## src/rtl/pid_pkg.sv

```systemverilog
// Shared definitions for the PID position controller: state encoding,
// fixed-point constants and a small magnitude helper.
package pid_pkg;

   typedef enum logic [3:0] {
      ST_IDLE        = 4'd0,
      ST_CALC        = 4'd1,
      ST_UPDATE      = 4'd2,
      ST_WAIT_SAMPLE = 4'd3,
      ST_DONE        = 4'd4
   } state_t;

   // What the UPDATE state should do after publishing a new ratio.
   typedef enum logic [1:0] {
      OUT_CONTINUE = 2'd0,
      OUT_DONE     = 2'd1,
      OUT_STALL    = 2'd2
   } outcome_t;

   // Gains are fixed point with four fractional bits.
   localparam int GAIN_SHIFT = 4;

   // The accumulated error is clamped to this symmetric range.
   localparam logic signed [13:0] INTEGRAL_LIMIT = 14'sd2047;

   // Number of startup steps that are capped by the profile bytes.
   localparam logic [3:0] PROFILE_DEPTH = 4'd8;

   // Identical consecutive samples that count as a stalled motor.
   localparam logic [3:0] STALL_LIMIT = 4'd8;

   // Absolute value of a 14-bit signed quantity; every caller stays
   // within +/-8191, so the result always fits in 13 bits.
   function automatic logic [12:0] magnitude(input logic signed [13:0] value);
      logic signed [13:0] pos;
      pos = (value < 14'sd0) ? -value : value;
      return 13'(pos);
   endfunction

endpackage

```

## src/rtl/pid_term_calc.sv

```systemverilog
// Gain datapath: scales the three error magnitudes by their fixed-point
// gains, sums the terms and saturates the result to an 8-bit duty ratio.
module pid_term_calc
   import pid_pkg::*;
(
   input  logic [7:0]  kp,
   input  logic [3:0]  ki,
   input  logic [3:0]  kd,
   input  logic [12:0] err_mag,
   input  logic [12:0] integ_mag,
   input  logic [12:0] delta_mag,
   output logic [7:0]  ratio
);

   logic [20:0] p_prod;
   logic [16:0] i_prod;
   logic [16:0] d_prod;
   logic [18:0] sum;

   // Multiply, drop the fractional bits of each term, add and clamp to 255.
   always_comb begin
      p_prod = 21'(kp) * 21'(err_mag);
      i_prod = 17'(ki) * 17'(integ_mag);
      d_prod = 17'(kd) * 17'(delta_mag);
      sum    = 19'(p_prod >> GAIN_SHIFT)
             + 19'(i_prod >> GAIN_SHIFT)
             + 19'(d_prod >> GAIN_SHIFT);
      ratio  = (sum > 19'd255) ? 8'hFF : sum[7:0];
   end

endmodule

```

## src/rtl/pid.sv

```systemverilog
// PID angle controller: drives a PWM ratio/direction from the difference
// between a latched target angle and encoder samples, with a startup
// ratio profile, an optional stall detector and abort handling.
module pid
   import pid_pkg::*;
(
   input  logic        clock,
   input  logic        reset,
   input  logic [11:0] target_angle,
   input  logic [11:0] current_angle,
   input  logic        pwm_enable,
   input  logic        pwm_done,
   input  logic        i2c_rd_done,
   input  logic        angle_update,
   input  logic        abort_angle,
   input  logic [63:0] profile,
   input  logic        enable_stall_chk,
   input  logic [7:0]  kp,
   input  logic [3:0]  ki,
   input  logic [3:0]  kd,
   output logic        startup_fail,
   output logic [15:0] debug_signals,
   output logic        angle_done,
   output logic        pwm_update,
   output logic [7:0]  pwm_ratio,
   output logic        pwm_direction
);

   state_t             state;
   outcome_t           outcome;
   logic [11:0]        target_latched;
   logic [11:0]        last_angle;
   logic signed [11:0] integral;
   logic signed [12:0] prev_err;
   logic [3:0]         step_idx;
   logic [3:0]         stall_cnt;

   logic signed [12:0] err;
   logic signed [13:0] integ_sum;
   logic signed [11:0] integ_next;
   logic signed [13:0] delta;
   logic [12:0]        err_mag;
   logic [12:0]        integ_mag;
   logic [12:0]        delta_mag;
   logic [7:0]         pid_out;
   logic [7:0]         profile_bytes [8];
   logic [7:0]         cap_byte;
   logic [7:0]         capped_ratio;
   logic               in_profile;
   logic [3:0]         stall_next;
   logic               stall_hit;

   // Split the profile word so that byte [63:56] is step 0.
   always_comb begin
      for (int i = 0; i < 8; i++) begin
         profile_bytes[i] = profile[63 - 8*i -: 8];
      end
   end

   // Error, clamped integral, derivative and their magnitudes for this sample.
   always_comb begin
      err       = $signed({1'b0, target_latched}) - $signed({1'b0, current_angle});
      integ_sum = 14'(integral) + 14'(err);
      if (integ_sum > INTEGRAL_LIMIT) begin
         integ_next = 12'(INTEGRAL_LIMIT);
      end else if (integ_sum < -INTEGRAL_LIMIT) begin
         integ_next = 12'(-INTEGRAL_LIMIT);
      end else begin
         integ_next = integ_sum[11:0];
      end
      delta     = 14'(err) - 14'(prev_err);
      err_mag   = magnitude(14'(err));
      integ_mag = magnitude(14'(integ_next));
      delta_mag = magnitude(delta);
   end

   pid_term_calc u_term_calc (
      .kp        (kp),
      .ki        (ki),
      .kd        (kd),
      .err_mag   (err_mag),
      .integ_mag (integ_mag),
      .delta_mag (delta_mag),
      .ratio     (pid_out)
   );

   // Startup cap and stall run length; the first sample of a move starts a new run.
   always_comb begin
      in_profile   = (step_idx < PROFILE_DEPTH);
      cap_byte     = profile_bytes[step_idx[2:0]];
      capped_ratio = (in_profile && (pid_out > cap_byte)) ? cap_byte : pid_out;
      if (step_idx == 4'd0 || current_angle != last_angle) begin
         stall_next = 4'd1;
      end else if (stall_cnt == STALL_LIMIT) begin
         stall_next = STALL_LIMIT;
      end else begin
         stall_next = stall_cnt + 4'd1;
      end
      stall_hit = enable_stall_chk && in_profile && (stall_next == STALL_LIMIT);
   end

   // Controller state machine; abort and loss of enable override every active state.
   always_ff @(posedge clock) begin
      if (reset) begin
         state          <= ST_IDLE;
         outcome        <= OUT_CONTINUE;
         target_latched <= 12'd0;
         last_angle     <= 12'd0;
         integral       <= 12'sd0;
         prev_err       <= 13'sd0;
         step_idx       <= 4'd0;
         stall_cnt      <= 4'd0;
         startup_fail   <= 1'b0;
         pwm_ratio      <= 8'd0;
         pwm_direction  <= 1'b0;
         pwm_update     <= 1'b0;
         angle_done     <= 1'b0;
      end else begin
         pwm_update <= 1'b0;
         angle_done <= 1'b0;
         if (state != ST_IDLE && (abort_angle || !pwm_enable)) begin
            pwm_ratio  <= 8'd0;
            pwm_update <= 1'b1;
            state      <= ST_IDLE;
         end else begin
            case (state)
               ST_IDLE: begin
                  if (angle_update && pwm_enable) begin
                     target_latched <= target_angle;
                     integral       <= 12'sd0;
                     prev_err       <= 13'sd0;
                     step_idx       <= 4'd0;
                     stall_cnt      <= 4'd0;
                     startup_fail   <= 1'b0;
                     state          <= ST_CALC;
                  end
               end
               ST_CALC: begin
                  prev_err      <= err;
                  integral      <= integ_next;
                  last_angle    <= current_angle;
                  stall_cnt     <= stall_next;
                  pwm_direction <= (err > 13'sd0);
                  if (in_profile) begin
                     step_idx <= step_idx + 4'd1;
                  end
                  if (err == 13'sd0) begin
                     pwm_ratio <= 8'd0;
                     outcome   <= OUT_DONE;
                  end else if (stall_hit) begin
                     pwm_ratio    <= 8'd0;
                     startup_fail <= 1'b1;
                     outcome      <= OUT_STALL;
                  end else begin
                     pwm_ratio <= capped_ratio;
                     outcome   <= OUT_CONTINUE;
                  end
                  state <= ST_UPDATE;
               end
               ST_UPDATE: begin
                  pwm_update <= 1'b1;
                  case (outcome)
                     OUT_DONE:  state <= ST_DONE;
                     OUT_STALL: state <= ST_IDLE;
                     default:   state <= ST_WAIT_SAMPLE;
                  endcase
               end
               ST_WAIT_SAMPLE: begin
                  if (i2c_rd_done) begin
                     state <= ST_CALC;
                  end
               end
               ST_DONE: begin
                  angle_done <= 1'b1;
                  state      <= ST_IDLE;
               end
               default: begin
                  state <= ST_IDLE;
               end
            endcase
         end
      end
   end

   assign debug_signals = {pwm_ratio, 1'b0, pwm_done, startup_fail, pwm_direction, state};

endmodule

```

## config.mk

```make
export PLATFORM = sky130hd
export DESIGN_NAME = pid
export DESIGN_NICKNAME = d
export VERILOG_FILES = /design/src/rtl/pid_pkg.sv /design/src/rtl/pid_term_calc.sv /design/src/rtl/pid.sv
export SDC_FILE = /design/constraint.sdc
export NUM_CORES = 1
export LEC_CHECK = 0
export CAP_MARGIN = 0
export CORE_UTILIZATION = 45
export CTS_CLUSTER_SIZE = 25
export DETAILED_ROUTE_END_ITERATION = 10
export PLACE_DENSITY = 0.75
export SETUP_SLACK_MARGIN = 0.05
export SLEW_MARGIN = 20
export SYNTH_ARGS = -nofsm -noshare
export SYNTH_HDL_FRONTEND = slang
export SYNTH_SLANG_ARGS = --single-unit
```

## constraint.sdc

```tcl
create_clock -name clock -period 21.4 [get_ports clock]
set_input_delay 4.28 -clock clock [delete_from_list [all_inputs] [get_ports clock]]
set_output_delay 4.28 -clock clock [all_outputs]
set_load 0.1 [all_outputs]
```

==> reports/metrics.yaml <==
outcome:
  status: "complete, no violations"
routing:
  vias: 12729
  drc: 0
  top_layer: "met4"
  wl_per_cell_um: 17.0
  viasPerCell: 5.74
  dr_wl_met2_um: 17900
  wl_met1_um: 16700
  wirelength_um: 37700
  dr_wl_met3_um: 2150
  first_pass_iters: 6
  ant_nets: 0
  drtIter0Drc: 919
job:
  drv_cap: 0
layout:
  nets: 2207
  diodes: 0
  final_common_cell: "nand2_1"
  fillers: 2765
  multi_input_area_um2: 11500
  final_cell_mix: "nand2_1 (221), inv_1 (175), ha_1 (158), clkdlybuf4s50_1 (134), nor2_1 (131)"
  syn2layout_area_growth_pct: 13.6
  drive_gt1_frac: 0.0421
  seqCellArea_um2: 1480
yosys:
  synth_seq_area_share: 0.107
  synth_cells: 1737
  synthAdderAreaFrac: 0.305
  ys_seq_elements: 74
  synth_xor_area_frac: 0.0699
  synth_cell_type_count: 92
  synth_compound_area_frac: 0.183
  yosys.area_share.simple: 0.225
  synth_top_flop_cell: "dfxtp_1"
  avgSynthCellArea_um2: 8.01
  synth_top_family_by_area: "adder cells"
  synth_edf_count: 0
  synthMuxAreaShare: 0.0410
  async_flop_share: 0
  syn-cell-area_um2: 13900
  ys_warn_count: 0
global_route:
  gr-total-overflow: 0
  first_global_vias: 12454
  grt_max_degree: 64
  grt_pass1_wl_um: 61700
  grt_usage: 0.243
  antenna_found_initial: 0
sta:
  rsz0062_at_grt: "false"
  setup_viol: 0
  fin_crit_sh: 0.910
  slew_headroom: 0.252
  hold_violations: 0
  fmax_mhz: 51.3
  drv_slew: 0
  tightest_slew_ns: 1.11
  finalCriticalPeriod_ns: 19.48
  finalSetupTns_ns: 0
  finalClockSkew_ns: 0.0125
cts:
  clock_sinks: 74
  clock_latency_ns: 0.34
  postCtsHoldBufs: 0
  cts_buffer_depth: 2
  path_clk_slew_ns: 0.07
  clockRootBuffer: "clkbuf_16"
  cts_setup_buffers: 0
  cts_max_level: 3
  cts_made_buffers: 9
  cts_tree: "done"
  cts_resized: 0
floorplan:
  start_util: 0.463
  core_area_um2: 30000
  dieHeight_um: 178
  core.rowCount: 63
  die_x_um: 178
  die_area_um2: 31600
  io_pins: 140
placed_design:
  dp_hpwl_um: 31400
  place_congestion: 0.941
  place.port_buffers: 135
critical_path:
  crit_top_cell: "ha_1"
  cp-start-kind: "input pin"
  cp-end-kind: "flop"
  critPathRequiredTime_ns: 21.64
  critPathKind: "in -> reg"
  cp_max_fo: 13
  cp_slowest_cell: "a211oi_1"
  cpPeakStageDelay_ns: 0.86
  crit_arrival_ns: 19.72
hold_path:
  hold_path.class: "reg -> reg"
layer usage:
layer | vias up | global-route usage
met5 | - | 0
met4 | 0 | 0.0709
met3 | 50 | 0.0238
met2 | 440 | 0.417
met1 | 6105 | 0.321
li1 | 6134 | -
path summary, 6_finish.rpt:
check	from	to	slack, ns	cells after the start
worst max-delay path	current_angle[1]	pwm_ratio[6]$_SDFFE_PP0P_	1.92	60
worst min-delay path	target_latched[10]$_SDFFE_PP0P_	target_latched[10]$_SDFFE_PP0P_	0.46	2
worst max register to register	target_latched[0]$_SDFFE_PP0P_	pwm_ratio[6]$_SDFFE_PP0P_	6.09	60
worst min register to register	target_latched[10]$_SDFFE_PP0P_	target_latched[10]$_SDFFE_PP0P_	0.46	2
cell type report:
| cell class | count | area share |
|---|---|---|
| Multi-Input combinational cell | 1423 | 0.727 |
| Clock inverter | 6 | 0.00451 |
| Inverter | 176 | 0.0418 |
| Clock buffer | 10 | 0.0145 |
| Sequential cell | 74 | 0.0938 |
| Timing Repair Buffer | 140 | 0.0876 |
| Tap cell | 390 | 0.0309 |
kinds of logic (layout without fill, tap and decap cells):
family,after synthesis,count (layout)
adder cells (fa/ha/maj),271,271
other,2,6
AND/OR/NAND/NOR,634,634
flip-flops,74,74
buffers and inverters,244,332
multiplexers,36,36
AO/OA/AOI/OAI,365,365
XOR/XNOR,111,111
stage by stage:
step	hold slack, ns	util	area, um^2	setup slack [ns]	std cells
after floorplan	0.432	-	13900	4.25	1741
after CTS	0.464	0.526	15800	2.15	2219
final	0.461	0.526	15800	1.92	2219
after global placement	0.443	0.516	15500	2.50	2203
after global routing	0.490	0.526	15800	0.521	2219
after detailed placement	0.455	0.516	15500	1.84	2203
synthesized netlist by cell type (48+ instances only):
cell type	n	area [um^2]
a21oi_1	110	551
and2_1	93	582
clkbuf_1	50	188
dfxtp_1	74	1480
fa_1	113	2260
ha_1	158	1980
inv_1	175	657
nand2_1	221	830
nor2_1	133	499
o21ai_0	48	240
xnor2_1	60	526
xor2_1	51	447
critical path, delay by kind of cell:
family	cells	cell delay, ns
XOR/XNOR	1	0.16
AND/OR/NAND/NOR	18	3.33
buffers and inverters	4	0.80
AO/OA/AOI/OAI	28	7.77
adder cells (fa/ha/maj)	9	3.37
flip-flops by register name (all words and copies together) (netlist names), 2 cells and up:
signal / flops
prev_err: 13
integral: 12
last_angle: 12
target_latched: 12
pwm_ratio: 8
stall_cnt: 4
step_idx: 4
state: 3
outcome: 2
Power is left out: the tool's default activity adds up to more than one toggle a clock period on the data nets, which glitch-free logic cannot reach.
==> edit 1 (same settings) <==
Reset style: asynchronous (`reset`), changed in one clocked block.
--- a/src/rtl/pid.sv
+++ b/src/rtl/pid.sv
@@ -101,5 +101,5 @@
 
    // Controller state machine; abort and loss of enable override every active state.
-   always_ff @(posedge clock) begin
+   always_ff @(posedge clock or posedge reset) begin
       if (reset) begin
          state          <= ST_IDLE;
Function: changed (Yosys sat finds a counterexample within 4 cycles, from zero or initial values and one cycle with reset high; the reset may be asserted at any time).
==> edit 1 against the unedited design <==
- sequential cell count unchanged
- critical path depth down 3
- sequential share of layout area up 2.4 points
- routed wire length down 0.37%
- area after synthesis down 0.98%
- setup slack better by 1100 ps
- cell count down 2.5%
- final area down 0.14%
- die area down 0.97%
- register-to-register slack better by 1000 ps
- critical path type unchanged
- critical endpoint is now pwm_ratio[0]$_DFFE_PP0P_
- largest cell class unchanged
- highest routed layer unchanged
Power is not shown: default switching activity piles up to over one toggle a cycle in this logic, so the estimate is an artifact.
==> edit 1: results (changes against the unedited design) <==
status=finished, final reports clean (unchanged); vias in the first global route=12270 (was 12450); sequential area share after synthesis=13.45% (was 10.65%); placed wire-length estimate=31140 um (was 31370 um); TritonCTS Buffers=9 (unchanged); initial antenna violation count=0 (unchanged); Total GRT Usage=24.63% (was 24.26%); largest register by flop count=prev_err (unchanged); global-route wire length before repair=61420 um (was 61680 um); wire per inst=17.35 um (was 16.98 um); CP max FO=16 (was 13); Min-Delay Path Class=reg2reg (unchanged); setup slack, reg-to-reg=7120 ps (was 6090 ps); Worst Min Path Start=prev_err[12]$_DFFE_PP0P_ (was target_latched[10]$_SDFFE_PP0P_); PostCTS Resize Cnt=0 (unchanged); Post-synth top flop=dfrtp_1 (was dfxtp_1); detail-routed via count per cell=5.683 (was 5.736); synth cell count leaders=221 x nand2_1, 169 x inv_1, 158 x ha_1 (was 221 x nand2_1, 175 x inv_1, 158 x ha_1); I/O Buffers=135 (unchanged); largest net degree at the start of global routing=75 (was 64); Iteration-0 DRC Markers=844 (was 919); Least-Margin Pin Slew=1190 ps (was 1113 ps); crit path from=current_angle[7] (was current_angle[1]); H-tree levels=3 (unchanged); Synthesis Warnings=0 (unchanged); net count reported at finish=2153 (was 2207); drt first pass iters=5 (was 6); Inserted Diodes=0 (unchanged); ratio of cells with drive above 1 in the final layout=3.382% (was 4.210%); worst skew pair latency=340 ps (about the same); Final Skew=6.939 ps (was 12.50 ps); CP peak stage delay=700 ps (was 860 ps); RR Startpoint=target_latched[0]$_DFFE_PP0P_ (was target_latched[0]$_SDFFE_PP0P_); largest cells by area after synthesis=fa_1 16%, ha_1 14%, dfrtp_1 13% (was fa_1 16%, ha_1 14%, dfxtp_1 11%); Slowest-stage cell, CP=nor2_1 (was a211oi_1); Worst-path clk slew=around 60 ps; GPL Wtd Cong=0.8970 (was 0.9406); distinct cell type count after synthesis=80 (was 92); max reg flops=13 (unchanged); setup bufs post-CTS=0 (unchanged); ys async rst share=100.0% (was 0%); Root Driver=clkbuf_16 (unchanged); Max clock buf depth=2 (unchanged); Worst Path Arrival=18590 ps (was 19720 ps)
[edit 1: cell count changes in the layout (fill, tap and decap cells not counted), sizes merged, moves of 27 or more]
| cell | unedited run | this run |
|---|---|---|
| nor2b | 19 | 46 |
| a21oi | 115 | 86 |
| dfxtp | 74 | 0 |
| dfrtp | 0 | 74 |
| o21ai | 52 | 97 |
| nor2 | 133 | 87 |
[edit 1: worst paths after layout]
path / endpoint / depth (start not counted)
worst max-delay path: pwm_ratio[0]$_DFFE_PP0P_ / 57
worst min-delay path: prev_err[12]$_DFFE_PP0P_ / 2
worst max register to register: pwm_ratio[0]$_DFFE_PP0P_ / 58
worst min register to register: prev_err[12]$_DFFE_PP0P_ / 2
max in group asynchronous: angle_done$_DFF_PP0_ / 3
min in group asynchronous: target_latched[6]$_DFFE_PP0P_ / 3
[edit 1: critical path, delay by kind of cell]
family	cells	cell delay [ps]
xor+xnor	2	380
compound gates	19	4570
simple gates	23	5220
fa+ha+maj	9	3420
buf+inv	4	680
[edit 1: per-stage QoR]
step / area (um2) / std cells / util, % / setup slack, ps / hold WS [ps]
2_1_floorplan: 13780 / 1669 / - / 5200 / 449.6
6_report: 15780 / 2164 / 52.80 / 3029 / 484.6
4_1_cts: 15780 / 2164 / 52.80 / 3189 / 483.5
3_3_place_gp: 15430 / 2149 / 51.66 / 3337 / 461.3
3_5_place_dp: 15430 / 2149 / 51.66 / 2930 / 470.6
5_1_grt: 15780 / 2164 / 52.80 / 1941 / 510.4
[edit 1: cell type report]
| type | instances | area, um2 |
|---|---|---|
| Clock buffer | 10 | 239.0 |
| Clock inverter | 5 | 102.6 |
| Fill cell | 2725 | 14100 |
| Inverter | 171 | 641.9 |
| Multi-Input combinational cell | 1372 | 11050 |
| Sequential cell | 74 | 1852 |
| Tap cell | 390 | 488.0 |
| Timing Repair Buffer | 142 | 1404 |
[edit 1: cells by family after synthesis]
family                   Yosys count  share of synthesized area, %
multiplexers                      28                         3.508
AO/OA/AOI/OAI                    357                         16.84
flip-flops                        74                         13.45
adder cells (fa/ha/maj)          271                         30.79
XOR/XNOR                         114                         7.351
AND/OR/NAND/NOR                  596                         21.57
other                              2                       0.05454
buffers and inverters            223                         6.442
[edit 1: layer usage]
layer | global-route usage [%] | vias up | part of all wire, %
met3 | 3.200 | 58 | 5.0
met4 | 8.836 | 0 | 3.4
li1 | - | 5871 | -
met5 | 0 | - | 0
met1 | 31.82 | 6003 | 44
met2 | 42.03 | 365 | 48
==> edit 2 (same flow settings) <==
Without the edit above. `INTEGRAL_LIMIT`: 14'sd2047 -> 14'sd1024.
--- a/src/rtl/pid_pkg.sv
+++ b/src/rtl/pid_pkg.sv
@@ -22,5 +22,5 @@
 
    // The accumulated error is clamped to this symmetric range.
-   localparam logic signed [13:0] INTEGRAL_LIMIT = 14'sd2047;
+   localparam logic signed [13:0] INTEGRAL_LIMIT = 14'sd1024;
 
    // Number of startup steps that are capped by the profile bytes.
Behaviour: not the same (a bounded check fails within 4 cycles, from zero or initial values and one cycle with reset high).
==> edit 2 against the unedited design <==
- register-to-register slack better by 310 ps
- first-iteration DRC count down 29%
- critical path depth down 2
- final area shrank 3.0%
- cell count shrank 3.2%
- routed wire length shrank 5.8%
- setup slack better by 210 ps
- count of clock-buffer cells in the layout shrank 1
- sequential cell count stayed put
- core utilization up 0.22 points
- area after synthesis fell by 3.7%
- critical endpoint unchanged
- largest cell class unchanged
Power is left out: the tool's default activity adds up to more than one toggle a clock period on the data nets, which glitch-free logic cannot reach.
==> edit 2: results (changes against the unedited design) <==
Inverters=165 (was 176); placed instance count=2131 (was 2203); synth cell count leaders=210 x nand2_1, 165 x inv_1, 157 x ha_1 (was 221 x nand2_1, 175 x inv_1, 158 x ha_1); global-route wire length before repair=58750 um (was 61680 um); vias in the first global route=12110 (was 12450); Cell Area, Placed=15020 um2 (was 15500 um2); CP peak stage delay=770 ps (was 860 ps); highest metal layer with signal wires=met4 (unchanged); met1 usage=30.79% (was 32.10%); fraction of area in multi-input gates=72.01% (was 72.69%); wire per inst=16.53 um (was 16.98 um); Signal buf overhead=9.128% (was 8.760%); metal3 WL=1985 um (was 2150 um); Post-Route M1 WL=15870 um (was 16660 um); Multi-Input Combinational=1366 (was 1423); multi-input combinational cell area=11040 um2 (was 11480 um2); Slowest-stage cell, CP=nor4_2 (was a211oi_1); met3 GRT Util=2.515% (was 2.378%); met2 wire length=16830 um (was 17850 um); largest cells by area after synthesis=fa_1 17%, ha_1 15%, dfxtp_1 11% (was fa_1 16%, ha_1 14%, dfxtp_1 11%); setup bufs post-CTS=0 (unchanged); Total GRT Usage=23.59% (was 24.26%); layout clock buffer count=9 (was 10); ratio of cells with drive above 1 in the final layout=4.141% (was 4.210%); Non-clk bufs=142 (was 140); CP max FO=19 (was 13); detail-routed via count per cell=5.628 (was 5.736); placed wire-length estimate=28990 um (was 31370 um); GR Layer Usage met2=40.92% (was 41.65%); sequential area share after synthesis=11.07% (was 10.65%); status=finished, final reports clean (unchanged); distinct cell type count after synthesis=89 (was 92); fillers=2692 (was 2765); GPL Wtd Cong=0.8937 (was 0.9406); Final Skew=11.68 ps (was 12.50 ps); cell count after synthesis=1659 (was 1737)
edit 2: cell count changes after synthesis, moves of 7 or more:
cell | before | now
a21oi_1 | 110 | 99
clkbuf_1 | 50 | 43
inv_1 | 175 | 165
nand2_1 | 221 | 210
nand2b_1 | 26 | 16
nor2_1 | 133 | 140
nor2b_1 | 19 | 30
nor3_1 | 32 | 40
or4_1 | 15 | 5
xnor2_1 | 60 | 70
xor2_1 | 51 | 34
edit 2: through the flow:
stage	utilization, %	setup WS [ps]	hold WS [ps]
finish	52.82	2131	459.2
global placement	51.76	2511	444.3
global route	52.82	953.6	471.0
detailed placement	51.76	2043	449.6
CTS	52.82	2332	459.4
floorplan	-	4481	436.3
edit 2: kinds of logic (layout without fill, tap and decap cells):
| kind of cell | Yosys count | after routing | synth area share (%) |
|---|---|---|---|
| compound gates | 331 | 331 | 17.21 |
| xor+xnor | 105 | 105 | 6.927 |
| fa+ha+maj | 270 | 270 | 31.58 |
| buf+inv | 227 | 323 | 6.786 |
| flops | 74 | 74 | 11.07 |
| mux | 31 | 31 | 3.832 |
| other cells | 2 | 10 | 0.05611 |
| simple gates | 619 | 619 | 22.55 |
edit 2: worst paths after layout:
| path | start | to | slack, ps | cells past startpoint |
|---|---|---|---|---|
| max | current_angle[1] | pwm_ratio[6]$_SDFFE_PP0P_ | 2130 | 58 |
| max reg2reg | target_latched[1]$_SDFFE_PP0P_ | pwm_ratio[6]$_SDFFE_PP0P_ | 6400 | 56 |
| min | outcome[1]$_SDFFE_PP0P_ | outcome[1]$_SDFFE_PP0P_ | 460 | 2 |
| min reg2reg | outcome[1]$_SDFFE_PP0P_ | outcome[1]$_SDFFE_PP0P_ | 460 | 2 |
